`src/rtl/fir_pkg.sv`:
```
// fir_pkg: shared FSM states, default parameters and accumulator sizing for fir_stream
package fir_pkg;
    typedef enum logic [1:0] {IDLE, COMPUTE, OUTPUT} state_t;
    localparam int DEF_DATA_W = 6;
    localparam int DEF_COEF_W = 6;
    localparam int DEF_OUT_W  = 8;
    localparam int DEF_TAPS   = 8;
    localparam int DEF_SHIFT  = 0;
    function automatic int acc_width(input int data_w, input int coef_w, input int taps);
        return data_w + coef_w + $clog2(taps);
    endfunction
endpackage

```
`src/rtl/fir_mac.sv`:
```
// fir_mac: signed multiply-accumulate with synchronous clear and enable
module fir_mac import fir_pkg::*; #(
    parameter int A_W   = DEF_COEF_W,
    parameter int B_W   = DEF_DATA_W,
    parameter int ACC_W = acc_width(DEF_DATA_W, DEF_COEF_W, DEF_TAPS)
) (
    input  logic                    clk,
    input  logic                    reset_n,
    input  logic                    clr,
    input  logic                    en,
    input  logic signed [A_W-1:0]   a,
    input  logic signed [B_W-1:0]   b,
    output logic signed [ACC_W-1:0] acc
);
    logic signed [A_W+B_W-1:0] prod;
    logic signed [ACC_W-1:0]   acc_d, acc_q;
    always_comb begin
        prod  = a * b;
        acc_d = clr ? '0 : en ? acc_q + ACC_W'(prod) : acc_q;
    end
    always_ff @(posedge clk or negedge reset_n)
        if (!reset_n) acc_q <= '0;
        else          acc_q <= acc_d;
    assign acc = acc_q;
endmodule

```
`src/rtl/fir_stream.sv`:
```
// fir_stream: streaming FIR with loadable coefficients and one serial MAC;
// define FIR_SATURATE_EN to clamp the output instead of wrapping it.
module fir_stream import fir_pkg::*; #(
    parameter int DATA_W = DEF_DATA_W,
    parameter int COEF_W = DEF_COEF_W,
    parameter int OUT_W  = DEF_OUT_W,
    parameter int TAPS   = DEF_TAPS,
    parameter int SHIFT  = DEF_SHIFT
) (
    input  logic                     clk,
    input  logic                     reset_n,
    input  logic [DATA_W-1:0]        s_axis_fir_tdata,
    input  logic                     s_axis_fir_tvalid,
    input  logic                     s_set_coeffs,
    output logic                     s_axis_fir_tready,
    output logic [OUT_W-1:0]         m_axis_fir_tdata,
    output logic                     m_axis_fir_tvalid,
    input  logic                     m_axis_fir_tready,
    output logic [(OUT_W+7)/8-1:0]   m_axis_fir_tkeep
);
    localparam int ACC_W = acc_width(DATA_W, COEF_W, TAPS);
    localparam int KW    = $clog2(TAPS);
`ifdef FIR_SATURATE_EN
    localparam logic signed [ACC_W-1:0] SAT_HI = ACC_W'((1 << (OUT_W - 1)) - 1);
    localparam logic signed [ACC_W-1:0] SAT_LO = -SAT_HI - 1;
`endif

    state_t                   state_q, state_d;
    logic [KW-1:0]            idx_q, idx_d, k_q, k_d;
    logic signed [DATA_W-1:0] x_q [TAPS];
    logic signed [DATA_W-1:0] x_d [TAPS];
    logic signed [COEF_W-1:0] coef_q [TAPS];
    logic signed [COEF_W-1:0] coef_d [TAPS];
    logic [OUT_W-1:0]         tdata_q, tdata_d, out_w;
    logic                     tvalid_q, tvalid_d, tready_q;
    logic                     accept;
    logic signed [ACC_W-1:0]  acc, acc_sh;

    assign accept = tready_q & s_axis_fir_tvalid;

    fir_mac #(.A_W(COEF_W), .B_W(DATA_W), .ACC_W(ACC_W)) u_mac (
        .clk     (clk),
        .reset_n (reset_n),
        .clr     (accept & ~s_set_coeffs),
        .en      (state_q == COMPUTE),
        .a       (coef_q[k_q]),
        .b       (x_q[k_q]),
        .acc     (acc)
    );

    always_comb begin
        acc_sh = acc >>> SHIFT;
`ifdef FIR_SATURATE_EN
        out_w = acc_sh > SAT_HI ? OUT_W'(SAT_HI) : acc_sh < SAT_LO ? OUT_W'(SAT_LO) : OUT_W'(acc_sh);
`else
        out_w = OUT_W'(acc_sh);
`endif
    end

    always_comb begin
        state_d  = state_q;
        idx_d    = idx_q;
        k_d      = k_q;
        x_d      = x_q;
        coef_d   = coef_q;
        tdata_d  = tdata_q;
        tvalid_d = tvalid_q;
        case (state_q)
            IDLE: if (accept) begin
                if (s_set_coeffs) begin
                    coef_d[idx_q] = COEF_W'(signed'(s_axis_fir_tdata));
                    idx_d         = idx_q == KW'(TAPS - 1) ? '0 : idx_q + 1'b1;
                end else begin
                    for (int i = TAPS - 1; i > 0; i--) x_d[i] = x_q[i-1];
                    x_d[0]  = s_axis_fir_tdata;
                    k_d     = '0;
                    state_d = COMPUTE;
                end
            end
            COMPUTE: begin
                k_d     = k_q == KW'(TAPS - 1) ? '0 : k_q + 1'b1;
                state_d = k_q == KW'(TAPS - 1) ? OUTPUT : COMPUTE;
            end
            // first OUTPUT cycle registers the result, then it is held for the consumer
            OUTPUT: if (!tvalid_q) begin
                tvalid_d = 1'b1;
                tdata_d  = out_w;
            end else if (m_axis_fir_tready) begin
                tvalid_d = 1'b0;
                state_d  = IDLE;
            end
            default: state_d = IDLE;
        endcase
    end

    always_ff @(posedge clk or negedge reset_n)
        if (!reset_n) begin
            state_q  <= IDLE;
            idx_q    <= '0;
            k_q      <= '0;
            tdata_q  <= '0;
            tvalid_q <= 1'b0;
            tready_q <= 1'b0;
            for (int i = 0; i < TAPS; i++) begin
                x_q[i]    <= '0;
                coef_q[i] <= (i == 0) ? COEF_W'(1) : '0;
            end
        end else begin
            state_q  <= state_d;
            idx_q    <= idx_d;
            k_q      <= k_d;
            x_q      <= x_d;
            coef_q   <= coef_d;
            tdata_q  <= tdata_d;
            tvalid_q <= tvalid_d;
            tready_q <= state_d == IDLE;
        end

    assign s_axis_fir_tready = tready_q;
    assign m_axis_fir_tdata  = tdata_q;
    assign m_axis_fir_tvalid = tvalid_q;
    assign m_axis_fir_tkeep  = {((OUT_W + 7) / 8){tvalid_q}};
endmodule

```
`config.mk`:
```
export PLATFORM = sky130hd
export DESIGN_NAME = fir_stream
export DESIGN_NICKNAME = d
export VERILOG_FILES = /design/src/rtl/fir_pkg.sv /design/src/rtl/fir_mac.sv /design/src/rtl/fir_stream.sv
export SDC_FILE = /design/constraint.sdc
export NUM_CORES = 1
export LEC_CHECK = 0
export ABC_AREA = 1
export BUFFER_PORTS_ARGS = -buffer_cell sky130_fd_sc_hd__buf_4
export CAP_MARGIN = 20
export CORE_UTILIZATION = 54
export CTS_BUF_LIST = sky130_fd_sc_hd__clkbuf_8
export CTS_CLUSTER_DIAMETER = 100
export DETAILED_ROUTE_END_ITERATION = 8
export MAX_ROUTING_LAYER = met4
export PLACE_DENSITY = 0.75
export SETUP_SLACK_MARGIN = 0.15
export SYNTH_ARGS = -nofsm -noshare
export SYNTH_HDL_FRONTEND = slang
export SYNTH_SLANG_ARGS = --single-unit
```
`constraint.sdc`:
```
create_clock -name clk -period 6.3 [get_ports clk]
set_input_delay 0.63 -clock clk [delete_from_list [all_inputs] [get_ports clk]]
set_output_delay 0.63 -clock clk [all_outputs]
set_load 0.05 [all_outputs]
```
After elaboration in Yosys (flattened, before gate mapping). Index checks and enable logic that the tools add are counted. W data, S select, Z words.

$add $sub $neg: 3. Multiply operators: 1. $lt $le $gt $ge: 3. Equal/unequal tests: 6. Muxes and demuxes: 24. Bitwise gates (word level): 6. Reductions and logical operators: 9.

Operators by type and width (count): $bwmux W48 (1); $bmux W6 S3 (2); $mux W15 (2); $mux W6 (5); $demux W6 S3 (1); $add A15 B15 Y15 (1); $mul A6 B6 Y12 (1); $mux W3 (4); $mux W2 (5); $reduce_and A3 Y1 (3); $ge A4 B4 Y1 const B (2); $not A3 Y4 (2); $add A3 B1 Y3 const B (2); $eq A3 B3 Y1 const B (2); $pmux W2 S3 (1); $pmux W3 S2 (1); $logic_not A2 Y1 (2); $lt A4 B1 Y1 const B (1); $ne A2 B2 Y1 const B (2); $reduce_bool A2 Y1 (2); $and A1 B1 Y1 (2); $eq A2 B1 Y1 const B (1); $eq A2 B2 Y1 const B (1); $mux W1 (2); 3 further kinds (4).

Bits in registers: 129. Input port bits: 11. Output and inout bits: 11.

Depth between registers and ports, before layout. Gate-level depths: netlist of run 1.

Word-level depth: 8. Gate-level depth with buffers: 31.

Cells and area by module. A second synthesis of run 1 with hierarchy kept.

Cells, all modules: 1173. Area total of the unflattened synthesis: 8394.3 µm².

By module, submodules not included: fir_stream (times used 1, cells each 790, area each 5695.5 µm²); fir_mac (times used 1, cells each 383, area each 2698.8 µm²).

Worst setup path after synthesis of run 1. Ideal clock, no wire load.

Kind: register -> register. Start: register k_q[0]. End: register u_mac.acc_q[7], in the netlist u_mac.acc[7]. Library setup time: 0.117 ns. Arrival: 5.428 ns. Required time: 6.183 ns. Setup slack: 0.755 ns. Cell stages (with the launch flop): 26. Buffers on the path: 3. Cells stage by stage: dfrtp_1 > buf_6 > buf_2 > buf_4 > o21ai_0 > o22ai_1 > o21ai_0 > nand2_1 > fa_1 > fa_1 > inv_1 > fa_1 > fa_1 > fa_1 > xor2_1 > ha_1 > nand2_1 > inv_1 > nand4_1 > o211ai_1 > xor2_1 > nand3_1 > nand2_1 > nand2_1 > nand3_1 > nand2_1.

Longest elaborated chain between the ends: 8. Elaborated cells between the ends (all ways): 11.

RTL lines: start, declared (line fir_stream.sv:29) `logic [KW-1:0] idx_q, idx_d, k_q, k_d;`; start signal, assigned (line fir_stream.sv:111) `k_q <= k_d;`; $not A3 Y4 (not written as such) * (line fir_stream.sv:46, fir_stream.sv:47); $bmux W6 S3 (on tied branches) (line fir_stream.sv:46, fir_stream.sv:47); $mux W6 (on tied branches) (2 in a row) (line fir_stream.sv:46, fir_stream.sv:47); $mul A6 B6 Y12 * (line fir_mac.sv:18) `prod = a * b;`; $add A15 B15 Y15 * (line fir_mac.sv:19) `acc_d = clr ? '0 : en ? acc_q + ACC_W'(prod) : acc_q;`; $mux W15 * (2 in a row) (line fir_mac.sv:19); end signal, assigned (line fir_mac.sv:22) `if (!reset_n) acc_q <= '0;`; end signal, assigned (line fir_mac.sv:23) `else acc_q <= acc_d;`; end, declared (line fir_mac.sv:16) `logic signed [ACC_W-1:0] acc_d, acc_q;`.

Every way passes the cells marked *; elsewhere a longest branch is shown, timed or not. The select of a mux whose other input is x is not followed. A chain may end at the register's enable or synchronous reset.

Worst setup path after layout of run 1. Ends and elaborated chain as after synthesis.

==> results of run 1 <==
==> layout make-up <==
cell class              instances  area, µm²  area share
clock inverters                13        211      0.0284
multi-input cells             586       3020       0.406
repair buffers                 27        206      0.0277
inverters                     124        473      0.0635
clock buffers                  19        262      0.0351
flip-flops and latches        122       3060       0.411
well taps                     168        210      0.0282
==> critical path, cell delays in order (launching register included) <==
cell      delay (ns)
dfrtp_4         0.60
inv_8           0.16
o21ai_0         0.18
o22ai_1         0.08
o21ai_0         0.23
buf_4           0.19
nand2_1         0.07
fa_1            0.51
fa_1            0.55
inv_1           0.06
fa_1            0.56
fa_1            0.47
fa_1            0.44
xor2_1          0.17
ha_1            0.32
nand2_1         0.07
inv_1           0.05
nand4_1         0.09
o211ai_1        0.11
xor2_1          0.21
nand3_1         0.13
nand2_1         0.09
nand2_1         0.07
nand3_1         0.08
nand2_1         0.05
==> how the worst max path moves through the flow <==
| stage | startpoint | to | slack (ns) |
|---|---|---|---|
| finish | k_q[0] | u_mac.acc[7] | 0.62 |
| global placement | k_q[0] | u_mac.acc[7] | 0.66 |
| floorplan | k_q[0] | u_mac.acc[7] | 0.75 |
| CTS | k_q[0] | u_mac.acc[7] | 0.50 |
| global route | k_q[0] | u_mac.acc[7] | 0.17 |
| detailed placement | k_q[0] | u_mac.acc[7] | 0.55 |
==> layer usage <==
layer	global-route usage	part of all wire	wire length, µm
met5	-	0	0
met4	0.0779	0.016	228
met3	0.0526	0.039	545
met2	0.378	0.46	6410
met1	0.337	0.49	6810
==> through the flow <==
stage	utilization	instances	instance area (µm²)	setup slack, ns	hold slack [ns]
after floorplan	-	868	6760	0.755	0.334
after global placement	0.575	1027	6960	0.661	0.456
after detailed placement	0.575	1027	6960	0.547	0.466
after CTS	0.614	1059	7430	0.505	0.278
after global routing	0.615	1059	7440	0.168	0.331
final	0.615	1059	7440	0.624	0.265
==> registers in the layout, summed over array words and instances, names as in the netlist <==
signal	cells
k_q	3
idx_q	3
coef_q	48
x_q	48
s_axis_fir_tready	1
state_q	2
u_mac.acc	8
m_axis_fir_tdata	8
m_axis_fir_tkeep	1
==> cell usage in the layout (no fill, tap or decap), drive strengths merged, types with 7 or more instances in the layout <==
master,count
buf,27
inv,127
dfrtp,121
nor2,57
nand2,268
nand3,56
fa,15
o22ai,7
ha,23
a21oi,10
clkbuf,19
o21ai,134
==> cells by family (layout without fill, tap and decap cells) <==
family	after synthesis	in the layout
mux	1	1
xor+xnor	5	5
simple gates	386	386
buf+inv	160	183
fa+ha+maj	38	38
compound gates	156	156
flops	122	122
==> results.py, run 1 <==
metrics = {
    "global_route": {
        "grt_start_max_net_pins": 91,
        "grt_pass1_vias": 5094,
        "grt_use_total": 0.249,
        "antenna_found_initial": 0,
        "grt-ovfl-total": 0,
        "grt_pass1_wl_um": 24400,
    },
    "worst_setup_path": {
        "cp_data_required_time_ns": 6.63,
        "arrival_ns": 6.01,
        "worstPathMaxFanout": 45,
        "ff2ff_path_depth": 24,
        "worst_setup_path_end_kind": "flip-flop",
        "worst_setup_path_start_kind": "flip-flop",
        "r2r_end": "u_mac.acc[7]",
        "worstSetupPathType": "flip-flop to flip-flop",
        "timing.rr.start": "k_q[0]",
        "rrSetupSlack_ns": 0.62,
    },
    "clock_network": {
        "cts.path.max_buffers": 2,
        "clkLatencyLatePin_ns": 0.45,
        "cts_tree": "yes",
        "ctsResizeCount": 0,
        "post_cts_buffers": 0,
        "cts_sinks": 122,
        "clk_pin_slew_ns": 0.08,
        "ctsRootBufferMaster": "clkbuf_8",
        "cts_buffers": 17,
        "cts_max_level": 4,
        "holdBufCountCts": 0,
    },
    "synthesis": {
        "synth_enable_flop_cells": 0,
        "synth_area_um2": 6760,
        "synth_nets": 917,
        "synth-compound-area-share": 0.119,
        "synthFlopType": "dfrtp_1",
        "syn_area_per_cell_um2": 7.78,
        "ys_top_cells_by_count": "261 x nand2_1, 129 x o21ai_0, 121 x dfrtp_1, 121 x inv_1, 57 x nor2_1",
        "yosysMostFrequentCell": "nand2_1",
        "synth_simple_gate_area_frac": 0.232,
        "synth_xor_area_frac": 0.00648,
        "async_flop_share": 1.00,
        "ys_ff_latch": 122,
        "synth_top_cell_by_area": "dfrtp_1",
        "synthAdderAreaFrac": 0.0871,
        "synth.area.top_cells": "dfrtp_1 45%, nand2_1 15%, o21ai_0 9.6%, inv_1 6.7%, fa_1 4.4%",
        "synth_top_family_by_area": "simple AND/OR/NAND/NOR gates",
        "synth_seq_area_share": 0.452,
        "yosysWarnings": 0,
        "synth_mux_area_frac": 0.00167,
        "ys_types": 32,
        "postSynthCellCount": 868,
        "synth_top_cell_area_share": 0.448,
    },
    "sta": {
        "rsz0062_at_grt": "false",
        "worst_pin_slew_ns": 0.810,
        "period_minus_slack_ns": 5.68,
        "setup_viol": 0,
        "hold_viol": 0,
        "post-route-period-util": 0.901,
        "fmax_mhz": 176,
        "slew_viol_final": 0,
        "slew_headroom": 0.460,
        "fin_skew_ns": 0.0157,
        "tns_ns": 0,
    },
    "floorplanning": {
        "rows": 40,
        "core_um2": 12100,
        "io_pins": 22,
        "dieArea_um2": 13000,
        "fp.dieW_um": 114,
        "start_util": 0.558,
        "die_height_um": 114,
    },
    "placement": {
        "place_hpwl_um": 9530,
        "gp_routability_congestion": 0.893,
        "portBuffers": 21,
    },
    "routing": {
        "viasPerCell": 5.05,
        "detail-route-antenna-nets": 0,
        "first_pass_iters": 5,
        "drc": 0,
        "wl_per_cell_um": 13.2,
        "vias": 5343,
        "drt-total-wl_um": 14000,
        "first_iter_violations": 399,
    },
    "run_status": {
        "status": "finished, final reports clean",
    },
    "job": {
        "maxCapViolations": 0,
    },
    "layout": {
        "diodes": 0,
        "drive_gt1_frac": 0.0875,
        "final_net_count": 927,
        "syn_to_final_growth_pct": 10.2,
        "fillers": 1104,
    },
    "hold_path": {
        "hold_path.class": "input port to async pin",
    },
}
Power of run 1 is not shown: default switching activity piles up to over one toggle a cycle in this logic, so the estimate is an artifact.
==> run 2, diff against run 1 <==
CELL_PAD_IN_SITES_DETAIL_PLACEMENT = 1   (was not set)
CELL_PAD_IN_SITES_GLOBAL_PLACEMENT = 1   (was not set)
CORE_UTILIZATION = 49   (was 54)
PLACE_DENSITY = 0.87   (was 0.75)
==> run 2 against run 1 <==
Compared with the run above:
- cell count is 0.94% higher
- via count rose by 7.6%
- worst setup slack worse by 0.13 ns
- sequential share of layout area about the same
- final area fell by 0.10%
- maximum frequency shrank 2.3%
- non-clock buffer count up 3
- sequential cell count unchanged
==> results.py, run 2 (same netlist as run 1, synthesis figures left out) <==
metrics = {
    "run_status": {
        "status": "finished, final reports clean",
    },
    "layout": {
        "layout_commonest_cell": "nand2_1",
        "mostFrequentLayoutCells": "261 x nand2_1, 128 x o21ai_0, 121 x inv_1",
        "syn_to_final_growth_pct": 10.1,
        "final_net_count": 930,
        "top_regs": "coef_q x48, x_q x48",
        "diodes": 0,
        "final_core_util": 0.557,
        "drive_gt1_frac": 0.0896,
    },
    "sta": {
        "setup_viol": 0,
        "slew_viol_final": 0,
        "slew_headroom": 0.467,
        "hold_viol": 0,
        "worst_pin_slew_ns": 0.799,
        "period_minus_slack_ns": 5.81,
        "fmax_mhz": 172,
        "fin_skew_ns": 0.0151,
        "rsz0062_at_grt": "false",
        "post-route-period-util": 0.922,
        "tns_ns": 0,
    },
    "clock_network": {
        "post_cts_buffers": 0,
        "cts_sinks": 122,
        "ctsRootBufferMaster": "clkbuf_8",
        "cts_buffers": 17,
        "ctsResizeCount": 0,
        "cts_max_level": 4,
        "holdBufCountCts": 0,
        "cts_tree": "yes",
        "clk_pin_slew_ns": 0.08,
        "clkLatencyLatePin_ns": 0.46,
        "cts.path.max_buffers": 2,
    },
    "routing": {
        "first_pass_iters": 5,
        "first_iter_violations": 364,
        "vias": 5751,
        "drc": 0,
        "drt-total-wl_um": 17900,
        "viasPerCell": 5.38,
        "wl_per_cell_um": 16.7,
        "detail-route-antenna-nets": 0,
    },
    "floorplanning": {
        "core_um2": 13300,
        "rows": 42,
        "die_height_um": 119,
        "fp.dieW_um": 119,
        "io_pins": 22,
        "start_util": 0.506,
        "dieArea_um2": 14300,
    },
    "worst_setup_path": {
        "worst_setup_path_start_kind": "flip-flop",
        "slowest_delay_ns": 0.54,
        "cp_data_required_time_ns": 6.65,
        "cp.buffers_inverters": 6,
        "worstSetupPathType": "flip-flop to flip-flop",
        "path_delay_family": "adder cells",
        "worstPathMaxFanout": 16,
        "crit_top_cell": "nand2_1",
        "arrival_ns": 6.17,
        "worst_path_max_delay_cell": "fa_1",
        "worst_setup_path_end_kind": "flip-flop",
    },
    "global_route": {
        "grt_use_total": 0.283,
        "grt_pass1_vias": 6327,
        "grt-ovfl-total": 0,
        "antenna_found_initial": 0,
        "grt_start_max_net_pins": 81,
        "grt_pass1_wl_um": 30300,
    },
    "hold_path": {
        "hold_path.class": "input port to async pin",
    },
    "placement": {
        "place_hpwl_um": 12400,
        "portBuffers": 21,
        "gp_routability_congestion": 0.875,
    },
    "job": {
        "maxCapViolations": 0,
    },
}
-- run 2: cell count changes in the layout (fill, tap and decap cells not counted), sizes merged --
cell	delta
buf	+3
inv	-2
clkbuf	+2
bufinv	-2
clkinv	-1
clkinvlp	+2
-- run 2: path summary, 6_finish.rpt --
path,startpoint,endpoint,slack [ns],depth (start not counted)
setup / recovery,k_q[1],u_mac.acc[7],0.49,27
hold / removal,reset_n,x_q[31],0.26,1
setup reg to reg,k_q[1],u_mac.acc[7],0.49,27
hold reg to reg,coef_q[30],coef_q[30],0.49,2
max in group asynchronous,reset_n,k_q[0],4.66,2
min in group clk,s_axis_fir_tdata[2],x_q[44],0.40,3
-- run 2: worst reg2reg max path, stage by stage, from the launching register on --
cell and delay (ns):
dfrtp_1 0.50, inv_2 0.21, buf_4 0.29, o21ai_0 0.16, o21ai_1 0.15, nand2_1 0.07, nand2_1 0.21, inv_1 0.10
nor2_1 0.14, fa_1 0.43, inv_1 0.08, fa_1 0.40, inv_1 0.09, fa_1 0.42, fa_1 0.54, fa_1 0.45
xor2_1 0.17, ha_1 0.33, nand2_1 0.09, inv_1 0.06, nand4_1 0.09, o211ai_1 0.14, xor2_1 0.22, nand3_1 0.12
nand2_1 0.08, nand2_1 0.05, nand3_1 0.07, nand2_1 0.05
-- run 2: per-stage QoR --
stage / hold slack [ns] / cells / setup slack [ns] / instance area [µm²]
after CTS: 0.280 / 1069 / 0.271 / 7420
after detailed placement: 0.473 / 1038 / 0.291 / 6990
final: 0.260 / 1069 / 0.489 / 7440
after global routing: 0.309 / 1069 / 0.155 / 7440
after floorplan: 0.334 / 868 / 0.755 / 6760
after global placement: 0.459 / 1038 / 0.525 / 6990
-- run 2: routing by layer --
layer / up-vias / track usage / part of all wire
li1: 2756 / - / -
met1: 2884 / 0.328 / 0.44
met2: 80 / 0.492 / 0.52
met3: 31 / 0.0532 / 0.026
met4: 0 / 0.0945 / 0.017
met5: - / - / 0
-- run 2: layout make-up --
| class | instances | area [µm²] |
|---|---|---|
| timing repair buffer | 30 | 233 |
| multi-input combinational | 586 | 3020 |
| sequential | 122 | 3060 |
| clock inverter | 10 | 140 |
| tap | 176 | 220 |
| inverter | 124 | 473 |
| fill | 1720 | 5910 |
| clock buffer | 21 | 289 |
Power of run 2 is left out for the same reason.
